$ cat config.mk
export PLATFORM = sky130hd
export DESIGN_NAME = fifo_wr_framer_flat
export DESIGN_NICKNAME = d
export VERILOG_FILES = /design/src/rtl/fifo_wr_framer_if.sv /design/src/rtl/fifo_wr_framer.sv /design/src/flat_wrapper.sv
export SDC_FILE = /design/constraint.sdc
export NUM_CORES = 1
export LEC_CHECK = 0
export ABC_AREA = 1
export ABC_CLOCK_PERIOD_IN_PS = 1640
export BUFFER_PORTS_ARGS = -buffer_cell sky130_fd_sc_hd__buf_2
export CORE_UTILIZATION = 29
export CTS_CLUSTER_DIAMETER = 40
export DETAILED_ROUTE_END_ITERATION = 8
export GPL_TIMING_DRIVEN = 0
export PLACE_DENSITY = 0.45
export SYNTH_ARGS = -nofsm -noshare
export SYNTH_HDL_FRONTEND = slang
export SYNTH_SLANG_ARGS = --single-unit
$ cat constraint.sdc
create_clock -name w_clk -period 1.64 [get_ports w_clk]
set_input_delay 0 -clock w_clk [delete_from_list [all_inputs] [get_ports w_clk]]
set_output_delay 0 -clock w_clk [all_outputs]
set_load 0.005 [all_outputs]
$ cat src/rtl/fifo_wr_framer_if.sv
// Stream-in / FIFO-write-out bundle for fifo_wr_framer.
//   s_valid/s_data/s_last/s_ready : upstream valid/ready byte stream with frame delimiter
//   w_full/w_inc/w_data           : FIFO write port (w_full registered in w_clk domain)
// master: the side that sources the stream and owns the FIFO (bench / system).
// slave : the framer itself.
interface fifo_wr_framer_if #(
  parameter int unsigned DATA_SIZE = 8
);
  logic                 s_valid;
  logic [DATA_SIZE-1:0] s_data;
  logic                 s_last;
  logic                 s_ready;
  logic                 w_full;
  logic                 w_inc;
  logic [DATA_SIZE-1:0] w_data;

  modport master (
    output s_valid, s_data, s_last, w_full,
    input  s_ready, w_inc, w_data
  );

  modport slave (
    input  s_valid, s_data, s_last, w_full,
    output s_ready, w_inc, w_data
  );
endinterface

$ cat src/rtl/fifo_wr_framer.sv
// Write-domain front end of the async FIFO: 2-entry skid buffer, optional
// per-frame sequence-number header, FIFO write driver and saturating stats.
// Ports:
//   w_clk, wrst_n   : write clock, async active-low reset
//   bus (slave)     : upstream stream and FIFO write port
//   frame_seq       : sequence number carried by the next header
//   frame_cnt       : frames completed (last word written), saturating
//   word_cnt        : FIFO writes issued incl. headers, saturating
//   stall_cnt       : cycles with a write pending while w_full=1, saturating
module fifo_wr_framer #(
  parameter int unsigned DATA_SIZE = 8,
  parameter bit          HDR_EN    = 1'b1,
  parameter int unsigned CNT_W     = 16
) (
  input  logic                 w_clk,
  input  logic                 wrst_n,
  fifo_wr_framer_if.slave      bus,
  output logic [DATA_SIZE-1:0] frame_seq,
  output logic [CNT_W-1:0]     frame_cnt,
  output logic [CNT_W-1:0]     word_cnt,
  output logic [CNT_W-1:0]     stall_cnt
);

  localparam int unsigned DEPTH = 2;
  localparam int unsigned CNT_B = 2;

  typedef struct packed {
    logic                 last;
    logic [DATA_SIZE-1:0] data;
  } entry_t;

  typedef enum logic [1:0] {
    ST_IDLE = 2'd0,
    ST_HDR  = 2'd1,
    ST_BODY = 2'd2
  } state_t;

  state_t               state_q, state_d;
  entry_t               mem_q [DEPTH];
  logic                 rd_ptr_q, wr_ptr_q;
  logic [CNT_B-1:0]     cnt_q, cnt_d;
  logic [DATA_SIZE-1:0] frame_seq_q;
  logic [CNT_W-1:0]     frame_cnt_q, word_cnt_q, stall_cnt_q;

  logic                 push_c, pop_c, w_inc_c, stall_c, frame_done_c;
  logic [DATA_SIZE-1:0] w_data_c;
  entry_t               head_c;

  // s_ready comes from the occupancy register only, never from w_full
  assign bus.s_ready = (cnt_q != CNT_B'(DEPTH));
  assign push_c      = bus.s_valid && bus.s_ready;
  assign head_c      = mem_q[rd_ptr_q];

  // Next-state and write-port decode
  always_comb begin
    state_d      = state_q;
    w_inc_c      = 1'b0;
    w_data_c     = '0;
    pop_c        = 1'b0;
    stall_c      = 1'b0;
    frame_done_c = 1'b0;
    case (state_q)
      ST_IDLE: begin
        if (cnt_q != '0) state_d = HDR_EN ? ST_HDR : ST_BODY;
      end
      ST_HDR: begin
        w_data_c = frame_seq_q;
        stall_c  = bus.w_full;
        if (!bus.w_full) begin
          w_inc_c = 1'b1;
          state_d = ST_BODY;
        end
      end
      ST_BODY: begin
        w_data_c = head_c.data;
        if (cnt_q != '0) begin
          stall_c = bus.w_full;
          if (!bus.w_full) begin
            w_inc_c = 1'b1;
            pop_c   = 1'b1;
            if (head_c.last) begin
              frame_done_c = 1'b1;
              state_d      = ST_IDLE;
            end
          end
        end
      end
      default: state_d = ST_IDLE;
    endcase
  end

  // Occupancy update; simultaneous push and pop cancel
  always_comb begin
    cnt_d = cnt_q;
    if (push_c && !pop_c)      cnt_d = cnt_q + CNT_B'(1);
    else if (!push_c && pop_c) cnt_d = cnt_q - CNT_B'(1);
  end

  // State register
  always_ff @(posedge w_clk or negedge wrst_n) begin
    if (!wrst_n) state_q <= ST_IDLE;
    else         state_q <= state_d;
  end

  // Skid buffer storage and pointers
  always_ff @(posedge w_clk or negedge wrst_n) begin
    if (!wrst_n) begin
      for (int i = 0; i < int'(DEPTH); i++) mem_q[i] <= '0;
      rd_ptr_q <= 1'b0;
      wr_ptr_q <= 1'b0;
      cnt_q    <= '0;
    end else begin
      if (push_c) begin
        mem_q[wr_ptr_q] <= '{last: bus.s_last, data: bus.s_data};
        wr_ptr_q        <= ~wr_ptr_q;
      end
      if (pop_c) rd_ptr_q <= ~rd_ptr_q;
      cnt_q <= cnt_d;
    end
  end

  // Sequence number and saturating statistics
  always_ff @(posedge w_clk or negedge wrst_n) begin
    if (!wrst_n) begin
      frame_seq_q <= '0;
      frame_cnt_q <= '0;
      word_cnt_q  <= '0;
      stall_cnt_q <= '0;
    end else begin
      if (frame_done_c) begin
        frame_seq_q <= frame_seq_q + DATA_SIZE'(1);
        if (frame_cnt_q != '1) frame_cnt_q <= frame_cnt_q + CNT_W'(1);
      end
      if (w_inc_c && (word_cnt_q != '1))  word_cnt_q  <= word_cnt_q + CNT_W'(1);
      if (stall_c && (stall_cnt_q != '1)) stall_cnt_q <= stall_cnt_q + CNT_W'(1);
    end
  end

  assign bus.w_inc  = w_inc_c;
  assign bus.w_data = w_data_c;
  assign frame_seq  = frame_seq_q;
  assign frame_cnt  = frame_cnt_q;
  assign word_cnt   = word_cnt_q;
  assign stall_cnt  = stall_cnt_q;

endmodule

$ cat src/flat_wrapper.sv
// flat-port wrapper written by rule: the top's interface ports become plain ports
module fifo_wr_framer_flat 
#(
  parameter int unsigned DATA_SIZE = 8,
  parameter bit          HDR_EN    = 1'b1,
  parameter int unsigned CNT_W     = 16
)
  (w_clk, wrst_n, frame_seq, frame_cnt, word_cnt, stall_cnt, bus_s_valid, bus_s_data, bus_s_last, bus_w_full, bus_s_ready, bus_w_inc, bus_w_data);
  fifo_wr_framer_if #(.DATA_SIZE(DATA_SIZE)) bus_i ();
  input  logic w_clk;
  input  logic wrst_n;
  output logic [DATA_SIZE-1:0] frame_seq;
  output logic [CNT_W-1:0] frame_cnt;
  output logic [CNT_W-1:0] word_cnt;
  output logic [CNT_W-1:0] stall_cnt;
  input wire logic [$bits(bus_i.s_valid)-1:0] bus_s_valid;
  input wire logic [$bits(bus_i.s_data)-1:0] bus_s_data;
  input wire logic [$bits(bus_i.s_last)-1:0] bus_s_last;
  input wire logic [$bits(bus_i.w_full)-1:0] bus_w_full;
  output wire logic [$bits(bus_i.s_ready)-1:0] bus_s_ready;
  output wire logic [$bits(bus_i.w_inc)-1:0] bus_w_inc;
  output wire logic [$bits(bus_i.w_data)-1:0] bus_w_data;
  assign bus_i.s_valid = bus_s_valid;
  assign bus_i.s_data = bus_s_data;
  assign bus_i.s_last = bus_s_last;
  assign bus_i.w_full = bus_w_full;
  assign bus_s_ready = bus_i.s_ready;
  assign bus_w_inc = bus_i.w_inc;
  assign bus_w_data = bus_i.w_data;
  fifo_wr_framer #(.DATA_SIZE(DATA_SIZE), .HDR_EN(HDR_EN), .CNT_W(CNT_W)) u_core (.w_clk(w_clk), .wrst_n(wrst_n), .bus(bus_i), .frame_seq(frame_seq), .frame_cnt(frame_cnt), .word_cnt(word_cnt), .stall_cnt(stall_cnt));
endmodule
* Word-level counts from Yosys, hierarchy flattened *
Index checks and enable logic that the tools add are counted.

storage, ports and cells
  register bits = 80
  bits of input ports = 13
  output and inout port bits = 66

operators by class
  add/subtract/negate cells = 6
  magnitude comparators = 3
  equal/unequal tests = 11
  mux-type cells = 25
  bitwise operators = 4
  reductions and logical operators = 13

operators by type and width
  cell                     number
  $add A16 B1 Y16 const B  3
  $ne A16 B16 Y1 const B   3
  $mux W9                  4
  $bwmux W18               1
  $pmux W8 S2              1
  $mux W2                  7
  $demux W9 S1             1
  $add A8 B1 Y8 const B    1
  $mux W1                  8
  $logic_and A1 B1 Y1      6
  $ne A2 B1 Y1 const B     3
  $ne A2 B2 Y1 const B     3
  $pmux W2 S3              1
  $reduce_and A5 Y1        1
  $ge A2 B2 Y1 const B     2
  $not A1 Y2               2
  $pmux W1 S2              2
  $reduce_bool A2 Y1       2
  $add A2 B1 Y2 const B    1
  $eq A2 B1 Y1 const B     1
  $eq A2 B2 Y1 const B     1
  $logic_not A1 Y1         2
  $logic_not A2 Y1         1
  $lt A2 B1 Y1 const B     1
  other kinds (3)          4

* Longest topological paths before layout *
  depth after elaboration = 9
  gate-level depth with buffers = 11
  depth with buffers taken out = 9

* Least setup slack after synthesis *
No wires, ideal clock.

  path type = reg-to-reg
  start point = reg u_core.state_q[0]
  end point = reg u_core.cnt_q[1]
  library setup time = 131 ps
  arrival time = 1524 ps
  required time = 1509 ps
  slack = -15 ps
  cell stages (with the launch flop) = 8
  path buffers = 0
  period minus slack after synthesis = 1655 ps
  cells stage by stage = dfrtp_1 inv_1 ha_1 nand3_2 ha_1 a21oi_1 o21ai_0 xor2_1

on the way
  word-level cells in the longest chain between the ends = 5

RTL lines
  what                                                  line                   text
  start, declared                                       fifo_wr_framer.sv:38   state_t state_q, state_d;
  start signal, assigned                                fifo_wr_framer.sv:102  else state_q <= state_d;
  $eq A2 B2 Y1 *                                        fifo_wr_framer.sv:62   case (state_q)
  $mux W1 *                                             fifo_wr_framer.sv:62
  $logic_not A1 Y1                                      fifo_wr_framer.sv:95   if (push_c && !pop_c) cnt_d = cnt_q + CNT_B'(1);
  $logic_and A1 B1 Y1                                   fifo_wr_framer.sv:95
  $mux W2 / $reduce_bool A2 Y1 (equally long branches)  -
  end signal, assigned                                  fifo_wr_framer.sv:118  cnt_q <= cnt_d;
  end, declared                                         fifo_wr_framer.sv:41   logic [CNT_B-1:0] cnt_q, cnt_d;

Every way passes the cells marked *; elsewhere a longest branch is shown, timed or not.
A chain may end at the register's enable or synchronous reset.

* Worst setup path in the final report *
  start point = reg u_core.state_q[0]
  end point = out bus_w_data[0]

on the way
  word-level cells in the longest chain between the ends = 2

RTL lines
  what                                                 line                  text
  $eq A2 B2 Y1 / $eq A2 B1 Y1 (equally long branches)  fifo_wr_framer.sv:62
  $pmux W8 S2 *                                        fifo_wr_framer.sv:62
  end, declared                                        flat_wrapper.sv:22    output wire logic [$bits(bus_i.w_data)-1:0] bus_w_data;

Marked as above.

==> impl_metrics.ini <==
[die]
die_h_um = 129.1
io_pins = 79
dieArea_um2 = 16660
row_count = 46
initial_core_util = 0.2958
die_x_um = 129.1
core_area_um2 = 15830

[sta]
max-slew-margin-rel = 0.6709
worst_slew_pin_slew_ns = 0.4937
clock.fmax_mhz = 622.3
post-route-period-util = 0.9798
fin_crit_ns = 1.607
rsz0062_at_grt = true
hold_violations = 0
maxSlewViolCount = 0
setup_viol = 0
fin_skew_ns = 0.005732

[global_routing]
grt_max_degree = 48
overflow = 0
grt_pass1_wl_um = 20080
grtUsageTotal = 0.1533
grt_pass1_vias = 4238
antenna_found_initial = 0

[setup_path]
critPathTopFamily = flip-flops
startpoint_type = flip-flop
rr_startpoint = u_core.state_q[0]$_DFFE_PN0P_
max_stage_delay_ns = 0.41
required_ns = 1.64
slowest_stage = dfrtp_2
startpoint = u_core.state_q[0]$_DFFE_PN0P_
crit_buf_inv = 3
crit_path_cell_trace = inv_4 > ha_2 > inv_2 > a21oi_1 > buf_2
cp-end-kind = output port
path_class = reg2out
critical_path_arrival_ns = 1.61
cp_max_fo = 8

[detailed_routing]
first_iter_violations = 172
vias = 4497
drcViolationCount = 0
firstDrtPassIters = 5
wl_met1_um = 6058
wl_um = 12610
avgRoutedWirePerCell_um = 12.66
routed.top_layer = met4
via_per_inst = 4.515
dr_wl_met2_um = 5872
detail-route-antenna-nets = 0
dr_wl_met3_um = 445

[power_and_ir_drop]
power.density_nw_per_um2 = 1326
ir_drop_v = 0.0005423
p_leak_uw = 0.003145

[synthesis]
synth_top_family_by_area = simple AND/OR/NAND/NOR gates
synth-edff-count = 0
synth.yosys.seq_area_share = 0.4276
yosysUniqueCellTypes = 26
synth_top_area_share = 0.4276
yosys_warnings = 0
synth_compound_area_frac = 0.05452
syn_avg_cell_area_um2 = 7.203
syn-num-nets = 674
synth_area_leaders = dfrtp_1 43%, nand2_1 22%, nor2_1 5.1%, inv_1 4.2%, o21ai_0 3.8%
synthMuxAreaShare = 0
synth_top_area_cell = dfrtp_1
synth_fa_ha_area_frac = 0.02940
synthesis.area_um2 = 4682
async_reset_ff_frac = 1.000
ys.flop_type = dfrtp_1
synth_xor_area_frac = 0.05051
synth_cells = 650
synth_common_cells = 279 x nand2_1, 80 x dfrtp_1, 63 x nor2_1
synth.ff_latch_count = 80
synth_simple_gate_area_frac = 0.3749
post-synth-top-count-cell = nand2_1

[clock_tree]
clock_latency_ns = 0.34
htree_levels = 3
cts_root_buffer = clkbuf_16
cts.clk_slew.worst_paths_ns = 0.06
cts_buffer_depth = 2
cts_sinks = 80
cts_tree = yes
cts_buffers = 9

[placement]
place.gp.congestion = 0.7726
io_buffers = 78
dpl-instance-area_um2 = 5375
dp_hpwl_um = 8641

[layout]
utilization = 0.3976
fin_nets = 799
antenna_cells = 0
area_delta_synth_final_pct = 34.42
drive_above_1_share = 0.2513
final_cell_area_um2 = 6294

[min_path]
hold_path_class = in2reg
hp-start = bus_w_full

[job]
cap_viol_max_count = 0

[status]
status = completed
[repair_timing]
| action | in CTS | in global routing |
|---|---|---|
| hold endpoints to repair | 52 | 0 |
| setup buffers | 8 | 11 |
| pin swaps | 4 | 14 |
| gates cloned | 1 | 4 |
| hold buffers | 11 | 0 |
| endpoints found under the setup margin | 63 | 59 |
| resized for setup | 23 | 68 |
[registers in the layout, summed over array words and instances (netlist names)]
name and count:
u_core.mem_q 18, u_core.frame_cnt 16, u_core.stall_cnt 16, u_core.word_cnt 16, u_core.frame_seq 8, u_core.cnt_q 2
u_core.state_q 2, u_core.rd_ptr_q 1, u_core.wr_ptr_q 1
[path summary, 6_finish.rpt]
kind,endpoint,slack [ns],cells after the start
worst min-delay path,u_core.state_q[0]$_DFFE_PN0P_,0.10,4
max in group asynchronous,u_core.frame_cnt[9]$_DFFE_PN0P_,0.85,3
worst max-delay path,bus_w_data[0],0.03,5
min in group asynchronous,u_core.stall_cnt[0]$_DFFE_PN0P_,0.16,2
worst max register to register,u_core.stall_cnt[13]$_DFFE_PN0P_,0.05,11
worst min register to register,u_core.mem_q[4]$_DFFE_PN0P_,0.49,2
[cell usage in the layout, fill, tap and decap left out, types with 3 or more instances in the layout]
| cell type | Yosys | routed |
|---|---|---|
| nand2_1 | 279 | 268 |
| buf_2 | 5 | 80 |
| dfrtp_1 | 80 | 74 |
| nor2_1 | 63 | 57 |
| inv_1 | 53 | 46 |
| o21ai_0 | 36 | 26 |
| nand3_1 | 26 | 24 |
| buf_4 | 2 | 19 |
| nand4_1 | 19 | 19 |
| xnor2_1 | 14 | 14 |
| xor2_1 | 13 | 13 |
| nand2_2 | 5 | 11 |
| dlygate4sd3_1 | 0 | 11 |
| o21ai_1 | 2 | 10 |
| nor2_4 | 4 | 10 |
| clkbuf_16 | 0 | 10 |
| inv_2 | 5 | 9 |
| buf_6 | 3 | 8 |
| a21oi_1 | 10 | 8 |
| nor2_2 | 6 | 7 |
| nand2_4 | 2 | 7 |
| ha_4 | 0 | 6 |
| dfrtp_2 | 0 | 6 |
| nand3b_1 | 4 | 4 |
| clkbuf_1 | 1 | 4 |
| nand3_2 | 3 | 3 |
| ha_1 | 11 | 3 |
| bufinv_16 | 0 | 3 |
[logic make-up (layout without fill, tap and decap cells)]
logic type,Yosys count,count (layout)
AO/OA/AOI/OAI,50,50
XOR/XNOR,27,27
adder cells (fa/ha/maj),11,11
buffers and inverters,69,198
flip-flops,80,80
AND/OR/NAND/NOR,413,414
[tightest hold or removal path: stages]
cell and delay (ns):
buf_2 0.13, o21ai_1 0.13, nand3_1 0.09, nand2_1 0.05
[per-stage QoR]
stage / setup WS, ns / power, uW / hold WS, ns / TNS, ns / std cells
2_1_floorplan: 0.006190 / 4315 / -0.2956 / 0 / 650
3_3_place_gp: -0.2600 / 5096 / 0.2772 / -23.45 / 944
3_5_place_dp: -0.2679 / 5158 / 0.002233 / -8.099 / 945
4_1_cts: -0.07019 / 7781 / 0.06592 / -0.6859 / 981
5_1_grt: -0.05258 / 8925 / 0.1285 / -0.3448 / 996
6_report: 0.03307 / 8344 / 0.1020 / 0 / 996
[final cells by class]
cell class	instances	area, um2
fill	1681	9534
multi-input combinational	502	2616
sequential	80	2009
timing repair buffer	112	725.7
tap	216	270.3
clock buffer	13	240.2
inverter	58	229.0
buffer	11	105.1
clock inverter	3	90.09
timing repair inverter	1	7.507
[routing by layer]
metal	vias up	global-route usage
met5	-	0
li1	2309	-
met1	2088	0.1977
met2	84	0.2525
met4	0	0.06644
met3	16	0.02725
[power breakdown]
group / switching (uW) / internal (uW) / total (uW)
combinational: 1770 / 1370 / 3140
sequential: 460 / 2440 / 2900
clock: 812 / 1490 / 2300
(Power assumes the default switching activity.)
